File: src/rtl/hazard_pkg.sv
// rtl/hazard_pkg.sv - shared types and constants for the hazard/stall control slice
package hazard_pkg;

    // Default register-index width for the core.
    localparam int REG_BITS = 5;

    // x0 is hard-wired to zero, so writes to it never create a dependency.
    localparam logic [REG_BITS-1:0] ZERO_REG = '0;

    typedef enum logic [1:0] {
        RUN        = 2'd0,
        LOAD_STALL = 2'd1,
        FLUSH      = 2'd2
    } hazard_state_e;

endpackage

File: src/rtl/hazard_match.sv
// rtl/hazard_match.sv - load-use comparator between the execute destination and decode sources
//
// Purpose: raises hit when the load in execute writes a register that the
// instruction in decode reads. Purely combinational.
// Ports:
//   rs1_decode, rs2_decode             source indices of the decode instruction
//   rs1_used_decode, rs2_used_decode   the decode instruction actually reads that source
//   rd_execute                         destination of the execute instruction
//   memRead_execute, regWrite_execute  execute instruction is a register-writing load
//   hit                                load-use hazard present this cycle
module hazard_match
    import hazard_pkg::*;
#(
    parameter int REG_BITS = hazard_pkg::REG_BITS
) (
    input  logic [REG_BITS-1:0] rs1_decode,
    input  logic [REG_BITS-1:0] rs2_decode,
    input  logic                rs1_used_decode,
    input  logic                rs2_used_decode,
    input  logic [REG_BITS-1:0] rd_execute,
    input  logic                memRead_execute,
    input  logic                regWrite_execute,
    output logic                hit
);

    logic writes_real_reg;
    logic rs1_match;
    logic rs2_match;

    assign writes_real_reg = memRead_execute && regWrite_execute
                             && (rd_execute != REG_BITS'(ZERO_REG));
    assign rs1_match       = rs1_used_decode && (rs1_decode == rd_execute);
    assign rs2_match       = rs2_used_decode && (rs2_decode == rd_execute);
    assign hit             = writes_real_reg && (rs1_match || rs2_match);

endmodule

File: src/rtl/hazard_stall_unit.sv
// rtl/hazard_stall_unit.sv - stall/flush/freeze generator for the in-order pipeline
//
// Purpose: decides per cycle whether fetch and the fetch->decode register hold
// or squash, whether decode->execute loads a bubble, and whether the whole pipe
// freezes for a data-memory wait. Priority is memory wait > redirect > load-use.
// Optional build macro: HAZARD_PERF_CNT_EN adds stall/flush cycle counters.
// Ports:
//   clock, reset          core clock, asynchronous active-high reset
//   rs1/rs2_decode (+used) decode source operands
//   rd_execute, memRead_execute, regWrite_execute  execute-stage destination info
//   redirect_execute      taken branch / jump resolved in execute
//   mem_req_memory, mem_ready  data-memory handshake of the memory stage
//   stall_fetch, stall_decode, flush_decode, bubble_execute, freeze  pipeline controls
//   stall_cycles_count, flush_cycles_count  (HAZARD_PERF_CNT_EN only) saturating counters
module hazard_stall_unit
    import hazard_pkg::*;
#(
    parameter int REG_BITS          = hazard_pkg::REG_BITS,
    parameter int LOAD_STALL_CYCLES = 1,
    parameter int FLUSH_CYCLES      = 2
) (
    input  logic                clock,
    input  logic                reset,
    input  logic [REG_BITS-1:0] rs1_decode,
    input  logic [REG_BITS-1:0] rs2_decode,
    input  logic                rs1_used_decode,
    input  logic                rs2_used_decode,
    input  logic [REG_BITS-1:0] rd_execute,
    input  logic                memRead_execute,
    input  logic                regWrite_execute,
    input  logic                redirect_execute,
    input  logic                mem_req_memory,
    input  logic                mem_ready,
    output logic                stall_fetch,
    output logic                stall_decode,
    output logic                flush_decode,
    output logic                bubble_execute,
`ifdef HAZARD_PERF_CNT_EN
    output logic [31:0]         stall_cycles_count,
    output logic [31:0]         flush_cycles_count,
`endif
    output logic                freeze
);

    // Counter reload values: the first stall/flush cycle is issued from RUN,
    // so the extra state only covers the remaining cycles.
    localparam logic [1:0] LOAD_RELOAD  = 2'(LOAD_STALL_CYCLES - 1);
    localparam logic [1:0] FLUSH_RELOAD = 2'(FLUSH_CYCLES - 1);

    hazard_state_e state, state_next;
    logic [1:0]    cnt, cnt_next;
    logic          hit;
    logic          mem_wait;

    hazard_match #(
        .REG_BITS(REG_BITS)
    ) u_match (
        .rs1_decode      (rs1_decode),
        .rs2_decode      (rs2_decode),
        .rs1_used_decode (rs1_used_decode),
        .rs2_used_decode (rs2_used_decode),
        .rd_execute      (rd_execute),
        .memRead_execute (memRead_execute),
        .regWrite_execute(regWrite_execute),
        .hit             (hit)
    );

    assign mem_wait = mem_req_memory && !mem_ready;

    always_ff @(posedge clock or posedge reset) begin
        if (reset) begin
            state <= RUN;
            cnt   <= 2'd0;
        end else begin
            state <= state_next;
            cnt   <= cnt_next;
        end
    end

    always_comb begin
        state_next     = state;
        cnt_next       = cnt;
        stall_fetch    = 1'b0;
        stall_decode   = 1'b0;
        flush_decode   = 1'b0;
        bubble_execute = 1'b0;
        freeze         = 1'b0;

        if (reset) begin
            // Outputs stay low for the whole reset window.
        end else if (mem_wait) begin
            // Held stages re-present redirect/hit once the wait ends, so
            // nothing else is acted on and the FSM keeps its place.
            stall_fetch  = 1'b1;
            stall_decode = 1'b1;
            freeze       = 1'b1;
        end else if (redirect_execute) begin
            // Same action from every state: squash the wrong-path work and
            // (re)start the flush window.
            flush_decode   = 1'b1;
            bubble_execute = 1'b1;
            if (FLUSH_CYCLES > 1) begin
                state_next = FLUSH;
                cnt_next   = FLUSH_RELOAD;
            end else begin
                state_next = RUN;
                cnt_next   = 2'd0;
            end
        end else begin
            unique case (state)
                RUN: begin
                    if (hit) begin
                        stall_fetch    = 1'b1;
                        stall_decode   = 1'b1;
                        bubble_execute = 1'b1;
                        if (LOAD_STALL_CYCLES > 1) begin
                            state_next = LOAD_STALL;
                            cnt_next   = LOAD_RELOAD;
                        end
                    end
                end
                LOAD_STALL: begin
                    stall_fetch    = 1'b1;
                    stall_decode   = 1'b1;
                    bubble_execute = 1'b1;
                    cnt_next       = cnt - 2'd1;
                    if (cnt == 2'd1) begin
                        state_next = RUN;
                    end
                end
                FLUSH: begin
                    flush_decode   = 1'b1;
                    bubble_execute = 1'b1;
                    cnt_next       = cnt - 2'd1;
                    if (cnt == 2'd1) begin
                        state_next = RUN;
                    end
                end
                default: begin
                    state_next = RUN;
                    cnt_next   = 2'd0;
                end
            endcase
        end
    end

`ifdef HAZARD_PERF_CNT_EN
    // Wait cycles drive neither bubble nor flush, so the counters hold then.
    always_ff @(posedge clock or posedge reset) begin
        if (reset) begin
            stall_cycles_count <= 32'd0;
            flush_cycles_count <= 32'd0;
        end else begin
            if (bubble_execute && !flush_decode && (stall_cycles_count != 32'hFFFF_FFFF)) begin
                stall_cycles_count <= stall_cycles_count + 32'd1;
            end
            if (flush_decode && (flush_cycles_count != 32'hFFFF_FFFF)) begin
                flush_cycles_count <= flush_cycles_count + 32'd1;
            end
        end
    end
`endif

endmodule

File: config.mk
export PLATFORM = sky130hd
export DESIGN_NAME = hazard_stall_unit
export DESIGN_NICKNAME = d
export VERILOG_FILES = /design/src/rtl/hazard_pkg.sv /design/src/rtl/hazard_match.sv /design/src/rtl/hazard_stall_unit.sv
export SDC_FILE = /design/constraint.sdc
export NUM_CORES = 1
export LEC_CHECK = 0
export ABC_AREA = 1
export CORE_AREA = 2 2 39 41
export DETAILED_ROUTE_END_ITERATION = 10
export DIE_AREA = 0 0 41 43
export PLACE_DENSITY = 0.76
export REMOVE_ABC_BUFFERS = 1
export SKIP_CTS_REPAIR_TIMING = 1
export SKIP_LAST_GASP = 1
export SLEW_MARGIN = 0
export SYNTH_ARGS = -nofsm -noshare
export SYNTH_HDL_FRONTEND = slang
export SYNTH_SLANG_ARGS = --single-unit
File: constraint.sdc
create_clock -name clock -period 1.3 [get_ports clock]
set_clock_uncertainty 0.15 [all_clocks]
set_input_delay 0.195 -clock clock [delete_from_list [all_inputs] [get_ports clock]]
set_output_delay 0.195 -clock clock [all_outputs]
set_load 0.02 [all_outputs]
==> PnR_summary.wiki <==
{| class="wikitable"
! Metric !! Value
|-
| Share of the yosys chip area belonging to registers || between 10% and 20%
|-
| Worst path arrival time || 1.09 ns
|-
| Chip height || around 43 um
|-
| Cell type contributing the most total cell area after synthesis || sky130_fd_sc_hd__nand2_1
|-
| GRT Total Usage || roughly 17%
|-
| CP max-delay cell || sky130_fd_sc_hd__dfrtp_1
|-
| Total leakage power || approximately 0.66 nW
|-
| WS Path Type || register to output port
|-
| Num CTS Buffers || 3
|-
| Cell area after synthesis || ~450 um^2
|-
| Pre-CTS setup slack || -0.963 ns
|-
| Number of inserted diodes || 0
|-
| Final net count || 156
|-
| Max_slew headroom || roughly 84%
|-
| Mean number of vias per cell || approximately 4.3
|-
| Area growth from synthesis to layout || 109%
|-
| Mean instance size in the synthesized netlist || 5.12 um^2
|-
| Family of cells with the greatest summed delay on the critical path || flip-flops
|-
| Post-route worst setup slack || -0.140 ns
|-
| Peak VDD IR || 620 uV
|-
| Vias || around 630
|-
| Routed wire per std cell || 9.25 um
|-
| Floorplan Core Area || about 1400 um^2
|-
| Cell row count || 14
|-
| Endpoint type of the worst setup path || output port
|-
| Total Wirelength || about 1400 um
|-
| Ys Warns || 0
|-
| Number of buffers on the longest clock path || 2
|-
| Post-Synthesis Cells || just under 90
|-
| Register area || about 75 um^2
|-
| Vias in the first global route || between 500 and 600
|-
| RSZ-0062 raised after global routing || yes
|-
| Largest fanout of any net on the critical path || 3
|-
| R2r setup slk || around 0.080 ns
|-
| Yosys top cell area share || 27.5%
|-
| Most frequent standard cell in the layout excluding fill and tap cells || sky130_fd_sc_hd__nand2_1
|-
| Top library cells by usage in the layout, fill and taps aside || 27 x sky130_fd_sc_hd__nand2_1, 17 x sky130_fd_sc_hd__dlymetal6s2s_1, 15 x sky130_fd_sc_hd__inv_1, 11 x sky130_fd_sc_hd__buf_4, 9 x sky130_fd_sc_hd__inv_2
|-
| Ratio of final minimum period to clock period || 111%
|-
| Final count of negative-setup-slack endpoints || 4
|-
| Clock transition at path regs || ~0.040 ns
|-
| Post-route core utilization || 68.2%
|-
| Worst hold slack || between 0.2 and 0.25 ns
|-
| Number of antenna-violating nets in the routed design || 0
|-
| Number of max-capacitance violations reported || 0
|-
| Power density normalized to cell area || a little under 800 nW/um^2
|-
| Initial detailed-routing violation count || 11
|-
| Delay of the slowest cell on the worst path || around 0.41 ns
|-
| Detailed placer's ending HPWL || about 1000 um
|-
| Initial cell density of the core || roughly 33%
|-
| Number of ports placed on the die boundary || 29
|-
| Fin crit period || 1.44 ns
|-
| Routability cong. || 0.759
|-
| Worst EP required || between 0.9 and 1 ns
|-
| Antenna violations before repair || 0
|-
| Clock latency of the later-clocked register in the worst-skew pair || 0.24 ns
|-
| Drt drc || 0
|-
| Actual transition at the worst max-transition pin || between 0.2 and 0.25 ns
|-
| Sum of overflow across all layers after global routing || 0
|-
| Run status || finished with violations
|-
| Max-slew violation count || 0
|-
| Number of buffers and inverters on the critical path || 1
|-
| Initial DRT Pass Iterations || 4
|-
| H-tree level count || 1
|-
| CTS tree || done
|-
| Global-route wire length before repair || between 2000 and 2500 um
|-
| Die Footprint || 1760 um^2
|-
| Final hold viol count || 0
|-
| Flop and latch count out of synthesis || 3
|-
| Crit-path cells || nor3_2 -> nand3_2 -> nand2_2 -> buf_6
|-
| Violated checks || negative setup slack
|-
| Area occupied by multi-input gates || 345 um^2
|-
| Number of buffers inserted by port buffering || 28
|-
| Setup crit start kind || register
|-
| Top post-synthesis cells by area || sky130_fd_sc_hd__nand2_1 28%, sky130_fd_sc_hd__dfrtp_1 17%, sky130_fd_sc_hd__inv_1 14%, sky130_fd_sc_hd__nand3_1 6.7%, sky130_fd_sc_hd__nor2_1 6.7%
|-
| Number of sinks driven by the clock tree || 3
|-
| Horizontal extent of the die || ~41 um
|-
| F_max || a little under 700 MHz
|-
| Kind of path behind the tightest hold check || input port to register
|-
| Clk root buf || sky130_fd_sc_hd__clkbuf_4
|-
| Proportion of layout cells with a drive suffix above 1 || 43.8%
|-
| Fillers || 129
|-
| Largest net degree at the start of global routing || 6
|-
| Synth cell types || 16
|}
stage by stage:
stage               total power [mW]  cells  TNS [ns]  instance area (um^2)
floorplan                      0.340     87    -0.272                   443
global placement               0.504    136     -4.62                   781
detailed placement             0.521    136     -4.85                   781
CTS                            0.698    140     -4.29                   807
global route                   0.803    146    -0.652                   943
finish                         0.730    146    -0.420                   943
tightest hold or removal path, cell delays in order:
cell and delay, ns:
sky130_fd_sc_hd__dlymetal6s2s_1 0.16, sky130_fd_sc_hd__inv_1 0.09, sky130_fd_sc_hd__o21ai_0 0.09
where the power goes:
group | internal (mW) | switching [mW] | leakage (nW)
Sequential | 0.138 | 0.0338 | 0.0360
Combinational | 0.201 | 0.190 | 0.605
Clock | 0.115 | 0.0521 | 0.0150
Total | 0.454 | 0.275 | 0.656
sequential cells by signal (all words and copies together), names as in the netlist:
| name | flops |
|---|---|
| state | 1 |
| cnt | 2 |
kinds of logic (layout without fill, tap and decap cells):
group	count (synthesis)	after routing	synth area share [%]
AND/OR/NAND/NOR	56	56	55.3
buffers and inverters	25	67	21.7
AO/OA/AOI/OAI	3	3	3.61
flip-flops	3	3	16.7
adder cells (fa/ha/maj)	1	1	2.78
worst paths after layout:
| path | startpoint | to | cells past startpoint |
|---|---|---|---|
| setup reg to reg | state[1] | cnt[0] | 6 |
| max in group asynchronous | reset | cnt[0] | 4 |
| hold reg to reg | cnt[0] | cnt[0] | 1 |
| min in group asynchronous | reset | cnt[1] | 4 |
| setup / recovery | state[1] | stall_decode | 4 |
| hold / removal | redirect_execute | state[1] | 3 |
final cells by class:
type / count / area share, %
clock buffer: 4 / 2.79
tap: 16 / 2.12
multi-input combinational: 60 / 36.6
sequential: 3 / 7.96
timing repair buffer: 39 / 41.0
inverter: 24 / 9.55
cells in the mapped netlist:
master / count
sky130_fd_sc_hd__inv_2: 7
sky130_fd_sc_hd__buf_4: 1
sky130_fd_sc_hd__nor2_4: 2
sky130_fd_sc_hd__nand2_2: 1
sky130_fd_sc_hd__o21ai_0: 1
sky130_fd_sc_hd__ha_1: 1
sky130_fd_sc_hd__nor2_1: 8
sky130_fd_sc_hd__nor2_2: 4
sky130_fd_sc_hd__nand3_1: 6
sky130_fd_sc_hd__nor3_1: 1
sky130_fd_sc_hd__nand4_1: 1
sky130_fd_sc_hd__nand2_1: 33
sky130_fd_sc_hd__o21ai_1: 1
sky130_fd_sc_hd__inv_1: 17
sky130_fd_sc_hd__dfrtp_1: 3
sky130_fd_sc_hd__o22ai_1: 1
metal layers:
metal | global-route usage (%) | share of wire [%] | vias to the layer above
met5 | 0 | 0 | -
met1 | 20.1 | 40 | 273
met3 | 3.66 | 5.6 | 2
li1 | - | - | 340
met2 | 26.6 | 53 | 16
met4 | 11.3 | 1.3 | 0
(Power assumes the default switching activity.)
